### config.mk
export PLATFORM = sky130hd
export DESIGN_NAME = rename_map
export DESIGN_NICKNAME = d
export VERILOG_FILES = /design/src/rtl/nand_cpu_pkg.sv /design/src/rtl/rename_map_free_list.sv /design/src/rtl/rename_map.sv
export SDC_FILE = /design/constraint.sdc
export NUM_CORES = 1
export LEC_CHECK = 0
export ABC_CLOCK_PERIOD_IN_PS = 6150
export CAP_MARGIN = 10
export CELL_PAD_IN_SITES_DETAIL_PLACEMENT = 0
export CELL_PAD_IN_SITES_GLOBAL_PLACEMENT = 2
export CORE_ASPECT_RATIO = 1.75
export CORE_UTILIZATION = 40
export CTS_CLUSTER_DIAMETER = 50
export DETAILED_ROUTE_END_ITERATION = 16
export DONT_BUFFER_PORTS = 1
export MAX_ROUTING_LAYER = met4
export PLACE_DENSITY_LB_ADDON = 0.1
export SKIP_LAST_GASP = 1
export SLEW_MARGIN = 15
export SYNTH_ARGS = -nofsm -noshare
export SYNTH_HDL_FRONTEND = slang
export SYNTH_HIERARCHICAL = 1
export SYNTH_SLANG_ARGS = --single-unit
export TNS_END_PERCENT = 1
### constraint.sdc
create_clock -name clk -period 6.15 [get_ports clk]
set_input_delay 0.3075 -clock clk [delete_from_list [all_inputs] [get_ports clk]]
set_output_delay 0.3075 -clock clk [all_outputs]
set_load 0.005 [all_outputs]
### src/rtl/nand_cpu_pkg.sv
// Shared core constants and types for the rename path.
// NUM_REG is normally provided by nand_cpu.svh; a 32-register default is used when it is absent.
`ifndef NUM_REG
`define NUM_REG 32
`endif

package nand_cpu_pkg;

   localparam int NUM_REG  = `NUM_REG;
   localparam int NUM_ARCH = 16;
   localparam int ARCH_W   = 4;
   localparam int PREG_W   = $clog2(NUM_REG);

   typedef logic [PREG_W-1:0]  preg_t;
   typedef logic [ARCH_W-1:0]  arch_t;
   typedef logic [NUM_REG-1:0] pmask_t;

   function automatic pmask_t preg_onehot(input preg_t p);
      return pmask_t'(1) << p;
   endfunction

endpackage

### src/rtl/rename_map_free_list.sv
// Physical register free list: free mask, population counter and lowest-free-index grant.
// Flush loads a caller-supplied mask; the count is then NUM_REG-NUM_ARCH by construction.
module free_list
   import nand_cpu_pkg::*;
(
   input  logic            clk,
   input  logic            rst,
   input  logic            alloc_en,
   input  logic            free_en,
   input  preg_t           free_idx,
   input  logic            flush,
   input  pmask_t          flush_mask,
   output preg_t           alloc_preg,
   output logic            alloc_ready,
   output logic [PREG_W:0] free_count
);

   localparam pmask_t          ARCH_MASK = pmask_t'({NUM_ARCH{1'b1}});
   localparam pmask_t          RST_MASK  = ~ARCH_MASK;
   localparam logic [PREG_W:0] RST_COUNT = (PREG_W+1)'(NUM_REG - NUM_ARCH);

   pmask_t          free_mask_q, free_mask_d;
   logic [PREG_W:0] free_count_q, free_count_d;

   // Scan from the top so the last hit is the lowest set bit.
   always_comb begin
      alloc_preg = '0;
      for (int i = NUM_REG-1; i >= 0; i--) begin
         if (free_mask_q[i]) alloc_preg = preg_t'(i);
      end
   end

   assign alloc_ready = |free_mask_q;
   assign free_count  = free_count_q;

   always_comb begin
      free_mask_d  = free_mask_q;
      free_count_d = free_count_q;
      if (flush) begin
         free_mask_d  = flush_mask;
         free_count_d = RST_COUNT;
      end else begin
         if (free_en)  free_mask_d[free_idx]   = 1'b1;
         if (alloc_en) free_mask_d[alloc_preg] = 1'b0;
         case ({free_en, alloc_en})
            2'b10:   free_count_d = free_count_q + (PREG_W+1)'(1);
            2'b01:   free_count_d = free_count_q - (PREG_W+1)'(1);
            default: free_count_d = free_count_q;
         endcase
      end
   end

   always_ff @(posedge clk or posedge rst) begin
      if (rst) begin
         free_mask_q  <= RST_MASK;
         free_count_q <= RST_COUNT;
      end else begin
         free_mask_q  <= free_mask_d;
         free_count_q <= free_count_d;
      end
   end

endmodule

### src/rtl/rename_map.sv
// Register rename unit: speculative and retired arch->phys maps plus free list.
// Define RENAME_FLUSH_EN to get the flush port and the free-mask rebuild from the retired map.
module rename_map
   import nand_cpu_pkg::*;
(
   input  logic              clk,
   input  logic              rst,
   input  logic              alloc_valid,
   input  logic [3:0]        alloc_arch,
   output logic              alloc_ready,
   output logic [PREG_W-1:0] alloc_preg,
   output logic [PREG_W-1:0] translation [NUM_ARCH],
   input  logic              commit_valid,
   input  logic [3:0]        commit_arch,
   input  logic [PREG_W-1:0] commit_preg,
`ifdef RENAME_FLUSH_EN
   input  logic              flush,
`endif
   output logic [PREG_W:0]   free_count
);

   preg_t  spec_map_q [NUM_ARCH];
   preg_t  spec_map_d [NUM_ARCH];
   preg_t  ret_map_q  [NUM_ARCH];
   preg_t  ret_map_d  [NUM_ARCH];
   preg_t  old_preg;
   logic   alloc_fire;
   logic   free_en;
   logic   flush_int;
   pmask_t flush_mask;

   assign old_preg   = ret_map_q[commit_arch];
   // Re-committing the mapping already held frees nothing.
   assign free_en    = commit_valid && (old_preg != commit_preg);
   assign alloc_fire = alloc_valid && alloc_ready && !flush_int;

`ifdef RENAME_FLUSH_EN
   assign flush_int = flush;

   // Free set after flush is everything not held by the post-commit retired map.
   always_comb begin
      pmask_t held;
      held = '0;
      for (int i = 0; i < NUM_ARCH; i++) held = held | preg_onehot(ret_map_d[i]);
      flush_mask = ~held;
   end
`else
   assign flush_int  = 1'b0;
   assign flush_mask = '0;
`endif

   always_comb begin
      ret_map_d = ret_map_q;
      if (commit_valid) ret_map_d[commit_arch] = commit_preg;
   end

   always_comb begin
      spec_map_d = spec_map_q;
      if (flush_int)       spec_map_d = ret_map_d;
      else if (alloc_fire) spec_map_d[alloc_arch] = alloc_preg;
   end

   always_ff @(posedge clk or posedge rst) begin
      if (rst) begin
         for (int i = 0; i < NUM_ARCH; i++) begin
            spec_map_q[i] <= preg_t'(i);
            ret_map_q[i]  <= preg_t'(i);
         end
      end else begin
         spec_map_q <= spec_map_d;
         ret_map_q  <= ret_map_d;
      end
   end

   assign translation = spec_map_q;

   free_list u_free_list (
      .clk         (clk),
      .rst         (rst),
      .alloc_en    (alloc_fire),
      .free_en     (free_en),
      .free_idx    (old_preg),
      .flush       (flush_int),
      .flush_mask  (flush_mask),
      .alloc_preg  (alloc_preg),
      .alloc_ready (alloc_ready),
      .free_count  (free_count)
   );

endmodule

==> results of run 1 <==
-- per-layer routing --
metal	up-vias	part of all wire (%)	wire (µm)	global-route usage, %
met5	-	0	0	-
met2	123	55	14700	40.5
met3	59	2.9	767	3.86
li1	2893	-	-	-
met1	3312	38	10100	24.1
met4	0	4.1	1100	11.6
-- final cells by class --
type                       instances  share of cell area [%]
clock buffer                      19                    4.09
clock inverter                    13                    1.46
inverter                          25                   0.913
multi-input combinational        552                    42.2
sequential                       198                    46.7
tap                              308                    3.56
timing repair buffer              14                    1.11
-- cell usage after synthesis, drive strengths merged, types with 3 or more instances --
cell type  number
nand2          23
or3             4
a22oi           3
nand3b          5
mux2          162
nand2b          9
nor3b           6
or2             3
dfstp          81
mux4           19
dfrtp         117
a21oi          56
o21ai           3
and3b           5
ha              4
mux2i          10
a221oi         18
nand3          12
o21bai          3
nand4           3
nor2b          12
xnor2           5
buf            14
nor2           74
clkbuf         25
or4             5
nor3           13
nor4           15
a211oi         18
inv            24
-- worst max-delay path, delay by kind of cell (launching register included) --
family	cells	cell delay, ns
mux	2	0.58
compound gates	4	0.62
buf+inv	1	0.22
simple gates	6	1.97
fa+ha+maj	1	0.31
flops	1	0.45
-- worst paths after layout --
kind,from,end,slack (ns),cells past startpoint
min reg2reg,ret_map_q[72],ret_map_q[72],0.50,1
max,u_free_list/free_mask_q[14],u_free_list/free_count[5],1.88,14
max in group asynchronous,rst,translation[62],4.33,3
min,alloc_arch[0],translation[15],0.22,2
min in group asynchronous,rst,translation[43],0.52,2
max reg2reg,u_free_list/free_mask_q[14],u_free_list/free_count[5],1.88,14
-- per-stage QoR --
step | cell area (µm²) | worst slack, ns | std cells | utilization [%] | hold WS [ns]
floorplan | 9960 | 1.63 | 818 | - | 0.459
global placement | 10200 | 1.93 | 1091 | 42.3 | 0.373
detailed placement | 10200 | 1.85 | 1091 | 42.3 | 0.356
CTS | 10800 | 1.83 | 1129 | 45.1 | 0.192
global route | 10800 | 1.50 | 1129 | 45.1 | 0.226
finish | 10800 | 1.88 | 1129 | 45.1 | 0.224
-- power by group through the flow --
stage,logic (mW),registers (mW),clock network [mW]
after floorplan,0.497,1.73,0
after global placement,0.586,1.79,0
after detailed placement,0.604,1.81,0
after CTS,0.616,1.78,1.17
after global routing,0.670,1.81,1.21
final,0.613,1.78,1.13
-- cells by family after synthesis --
logic type               Yosys count  share of synthesized area [%]
flip-flops                       198                           51.4
adder cells (fa/ha/maj)            5                          0.712
other                              1                         0.0381
buffers and inverters             68                           3.49
XOR/XNOR                           6                          0.611
AO/OA/AOI/OAI                    120                           9.04
AND/OR/NAND/NOR                  197                           10.4
multiplexers                     191                           24.3
-- sequential cells by signal (all words and copies together), names as in the netlist --
name / count
u_free_list/free_mask_q: 32
ret_map_q: 80
translation: 80
u_free_list/free_count: 6
==> results, run 1 <==
- The routability congestion estimate is a little over 0.8.
- The endpoint kind of the worst setup timing path is a register.
- In the routed design, unresolved DRC markers number 0.
- Adding up every negative setup slack in the final design gives 0 ns.
- The clock-pin slew on the worst setup and hold paths is ~0.080 ns.
- The total number of yosys warnings is 6.
- The maximum single-stage delay on the critical path is about 0.68 ns.
- For this run, the post-layout net count is 830.
- The share of the Yosys chip area taken by registers is approximately 51%.
- The number of hold violations in the final report is 0.
- The H-tree was split into 4 levels.
- The number of clock buffers added by TritonCTS is 17.
- The initial cell density of the core is 40.9%.
- On the critical path, the stage with the largest delay is an instance of nor4_1.
- The most used flip-flop cell after synthesis is dfrtp_1.
- Across every metal layer, demand over resource in global routing totals roughly 23%.
- The I/O pin count is roughly 110.
- The cell count after synthesis is 786.
- The insertion delay to the later sink of the worst-skew pair is 0.46 ns.
- The root buffer cell is clkbuf_16.
- The mean area per synthesized cell is 12.5 µm².
- The maximum number of pins on one net before global-route repair is approximately 100.
- The fraction of the cycle the final worst path needs is a little over two thirds.
- Setup repair after global routing left no endpoint under its margin.
- The ratio of total power to cell area is about 330 nW/µm².
- The number of slew-limit violations in the final report was 0.
- The overall routed net length is roughly 27000 µm.
- The critical path data arrival time is about 4.6 ns.
- In this run the remaining antenna-violating nets after routing total 0.
- On the final layout, the worst clock skew is 0.0169 ns.
- For the pin with the worst max-slew slack, the measured transition is approximately 1.2 ns.
- The number of register bits inferred by synthesis is ~200.
- The area of the die is between 20000 and 30000 µm².
- Fill cells in the final layout number 2282.
- In the layout the commonest cells are 162 x mux2_2, 117 x dfrtp_1, 81 x dfstp_2, 74 x nor2_1, 54 x a21oi_1.
- Combinational logic is responsible for 17.4% of the overall power.
- The number of library cell types mapped by synthesis is 70.
- Of the cells placed in the final design, the portion with a size suffix greater than 1 is around 39%.
- The cell type with the highest aggregate area in the netlist is dfrtp_1.
- The initialized floorplan defines 75 standard-cell rows.
- Setup violations remaining at the end of the flow were counted as 0.
- The endpoint required time on the critical path is roughly 6.5 ns.
- The height of the chip is 209 µm.
- Internal power comes to about 2.5 mW.
- In this run the post-CTS setup repair buffer count came out at 0.
- Max-cap violations in this run came to 0.
- The average wire per standard cell is about 24 µm.
- During placement, the flow inserted port buffers numbering 0.
- Hold repair after CTS inserted 6 buffers.
- TritonCTS built the clock tree.
- The area share of the leading cell type in the synthesized netlist is about 30%.
- The most frequent standard cell in the layout excluding fill and tap cells is mux2_2.
- The total congestion overflow is 0.
- The run finished with clean final reports.
- Yosys attributes the largest share of cell area to dfrtp_1 30%, dfstp_2 22%, mux2_2 19%.
- Net switching is between 20% and 30% of the power.
- The area taken by flip-flops and latches is 5060 µm².
- The worst pin sits at a relative slew slack of between 20% and 30%.
- Derived from the worst setup path, the maximum achievable clock frequency is ~230 MHz.
- Summing over every cut layer, the via total after detailed routing is about 6.4k.
- The worst hold path belongs to the class in2reg.
- In this run, flip-flops and latches consume approximately half of the power.
- The critical path startpoint category is a register.
- The number of clock sinks seen by CTS is a little under 200.
- For this run, asynchronously set or reset flops after synthesis account for 100%.
- The horizontal extent of the die is ~120 µm.
- The first-pass GRT wire length is roughly 40000 µm.
- In the final layout, the multi-input gates occupy about 4600 µm².
- The synthesis-to-layout area growth is 10.0%.
- The kind of critical path is reg2reg.
- The net switching component of the power is between 1 and 1.5 mW.
- The area of the core is 24000 µm².
- The post-route minimum period is roughly 4.3 ns.
- Traced cell by cell, the critical path runs through nor4_1 -> nand2_1 -> nor3_2 -> nand2_1 -> nand2_1 -> inv_1 -> nor2b_1 -> ha_1 -> a21o_1 -> a21oi_1 -> o21bai_1 -> a21oi_1 -> mux2i_1 -> mux2_2.
- The first TritonRoute pass finished after 4 iterations.
- After detailed routing, the number of vias per cell comes to roughly 5.7.
- The maximum resistive drop on vdd is 0.203 mV.
- The leakage power is around 4.5 nW.
- The post-layout total power is ~3.5 mW.
- The via count of the first global-routing pass is 6687.
- The cell that appears most often on the critical path is nand2_1.
- The initial antenna violation count is 0.
- The total standard cell area after synthesis is ~9800 µm².
- The total inserted antenna cells is 0.
- The number of gates resized after CTS was 0.
- Of all nets on the critical path, the largest fanout is 13.
- The number of DRC violations after detailed-routing iteration 0 is 312.
- The clock tree buffer depth is 2.
- The clock network burns 32.2% of the power.
- The half-perimeter wire length after detailed placement is about 18000 µm.
- Counting flops with a built-in enable in the synthesized netlist gives 0.
(Power assumes the default switching activity.)
==> inputs of run 2 (changes only) <==
--- a/config.mk
+++ b/config.mk
@@ -5,7 +5,7 @@
 export SDC_FILE = /design/constraint.sdc
 export NUM_CORES = 1
 export LEC_CHECK = 0
-export ABC_CLOCK_PERIOD_IN_PS = 6150
+export ABC_CLOCK_PERIOD_IN_PS = 4420
 export CAP_MARGIN = 10
 export CELL_PAD_IN_SITES_DETAIL_PLACEMENT = 0
 export CELL_PAD_IN_SITES_GLOBAL_PLACEMENT = 2
==> constraint.sdc (replaced) <==
create_clock -name clk -period 4.42 [get_ports clk]
set_input_delay 0.221 -clock clk [delete_from_list [all_inputs] [get_ports clk]]
set_output_delay 0.221 -clock clk [all_outputs]
set_load 0.005 [all_outputs]
==> results, run 2 (same netlist as run 1, synthesis figures left out) <==
- Port buffering added 0 buffers.
- The post-layout utilization of the core is between 40% and 50%.
- The count of TritonRoute iterations in the first routing pass is 4.
- The first-pass GRT wire length is 40600 µm.
- For this run, the total global-route usage over all layers was measured as ~23%.
- The overall routed net length is ~26000 µm.
- The number of slew-limit violations in the final report was 0.
- Setup repair after global routing left no endpoint under its margin.
- No sink is reached through more buffers than the 2 on the longest clock path.
- After clock tree synthesis, the clock-pin slew on the worst setup and hold paths is ~0.080 ns.
- Entering global routing, the biggest net connects 161 pins.
- The horizontal extent of the die is roughly 120 µm.
- Of the cells placed in the final design, the portion with a size suffix greater than 1 is just under 40%.
- The library cell used most frequently in the layout, excluding fill and tap cells, is mux2_2.
- The run finished with clean final reports.
- Setup violations remaining at the end of the flow were counted as 0.
- The critical path goes through mux4_1 -> o22ai_1 -> nor3_1 -> nor4_1 -> a41oi_2 -> nor2b_2 -> ha_1 -> a21o_1 -> a21oi_1 -> o21bai_1 -> a21oi_1 -> mux2i_1 -> mux2_2.
- The number of clock sinks seen by CTS is 198.
- Dividing the detail-routed via count by the number of cells gives 5.62.
- After floorplanning, the core was divided into 75 placement rows.
- The ratio of total power to cell area is about 450 nW/µm².
- The detailed-route DRC error count is 0.
- The library cells used most frequently in the layout, excluding fill and tap cells, are 162 x mux2_2, 117 x dfrtp_1, 81 x dfstp_2, 74 x nor2_1, 53 x a21oi_1.
- The via count of the first global-routing pass came to about 7k.
- The root buffer cell is clkbuf_16.
- The kind of cell with the highest combined delay along the critical path is compound AO/OA/AOI/OAI gates.
- The number of buffers inserted during clock tree synthesis is 17.
- The half-perimeter wire length after detailed placement is between 15000 and 20000 µm.
- The post-route non-filler standard cell count is about 1.1k.
- In this run the most critical hold path is launched from alloc_arch[0].
- The worst-case IR drop observed on VDD is 0.299 mV.
- The post-route worst hold slack is 0.142 ns.
- The buffering stage count on the worst path with inverters included is 0.
- The antenna violation net count after detailed routing is 0.
- The fraction of the cycle the final worst path needs is between 90% and 100%.
- The initial antenna violation count was 0.
- The placed cell area is 10200 µm².
- The critical path starts at ret_map_q[54].
- Compared with the post-synthesis result, the final layout area differs by 10.3%.
- The master of the slowest instance on the critical path is mux4_1.
- 109 I/O pins were placed.
- The area of the core is between 20000 and 25000 µm².
- The post-route minimum period is 4.07 ns.
- The die covers between 20000 and 30000 µm².
- The critical path is of the reg2reg type.
- The worst pin sits at a relative slew slack of 28.1%.
- The total congestion overflow is 0.
- For this configuration, the core starts out at a cell density of around two fifths.
- In this run the static leakage power is around 4.5 nW.
- STA classifies the critical path startpoint as a register.
- The slew of the pin with the lowest slew margin is 1.08 ns.
- The first routing iteration left 366 violations.
- From bottom edge to top edge, the die measures approximately 210 µm.
- On the worst path, the slowest cell contributes a delay of 0.53 ns.
- The worst flop-to-flop path startpoint is ret_map_q[54].
- The routability congestion estimate is between 0.8 and 0.9.
- The endpoint required time on the critical path is between 4 and 5 ns.
- After detailed placement, the design holds a cell count of around 1.1k.
- Counting stages on the worst path, the most repeated cell is a21oi_1.
- The clock tree from TritonCTS is yes.
- The final-layout setup total negative slack is 0 ns.
- The endpoint kind of the worst setup timing path is a register.
- The number of hold violations in the final report is 0.
- The number of maximum-capacitance constraint violations is 0.
- Along the worst path, the maximum fanout reaches 7.
- The type of the tightest min-delay check is in2reg.
- The finished cells cover between 10000 and 15000 µm².
- Derived from the worst setup path, the maximum achievable clock frequency is about 250 MHz.
- The clock tree synthesis step divided the H-tree into 4 levels.
- The critical path data arrival time is between 4 and 5 ns.
- The net count reported at finish is ~830.
- The total inserted antenna cells is 0.
- In the final routed layout, each cell accounts on average for around 23 µm.
- The insertion delay to the later sink of the worst-skew pair is around 0.46 ns.
- Summing over every cut layer, the via total after detailed routing is around 6.4k.
- The worst clock skew is between 0.01 and 0.015 ns.
-- run 2: path summary, 6_finish.rpt --
| kind | endpoint | slack, ns | cells after the start |
|---|---|---|---|
| hold / removal | translation[17] | 0.14 | 2 |
| setup reg to reg | u_free_list/free_count[5] | 0.35 | 13 |
| max in group asynchronous | translation[48] | 3.23 | 3 |
| hold reg to reg | ret_map_q[59] | 0.50 | 1 |
| setup / recovery | u_free_list/free_count[5] | 0.35 | 13 |
| min in group asynchronous | u_free_list/free_mask_q[9] | 0.42 | 3 |
-- run 2: per-layer routing --
metal  up-vias  GRT usage [%]  wire [µm]
li1       2921              -          -
met5         -              -          0
met3        48           3.72        662
met1      3296           23.4       9840
met4         0           9.92        808
met2       100           41.1      14900
-- run 2: layout make-up --
cell class	count	area [µm²]
fill	2259	13200
sequential	198	5060
multi-input combinational	552	4570
clock buffer	19	433
tap	308	385
timing repair buffer	18	163
clock inverter	13	141
inverter	25	97.6
-- run 2: what timing repair did --
item	in CTS	in global routing
endpoints found under the hold margin	197	0
setup endpoints to repair	1	1
hold buffers	6	0
gates resized for setup	1	1
gates cloned	0	0
setup buffers	0	0
-- run 2: through the flow --
stage               setup slack, ns  power [mW]
CTS                           0.116        4.92
finish                        0.347        4.86
global route                  0.110        5.09
global placement             0.0768        3.31
floorplan                     0.734        3.10
detailed placement          -0.0303        3.36
-- run 2: where the power goes --
group	total, mW	switching, mW	internal (mW)
combinational	0.863	0.429	0.433
clock	1.53	0.734	0.794
sequential	2.47	0.239	2.23
total	4.86	1.40	3.46
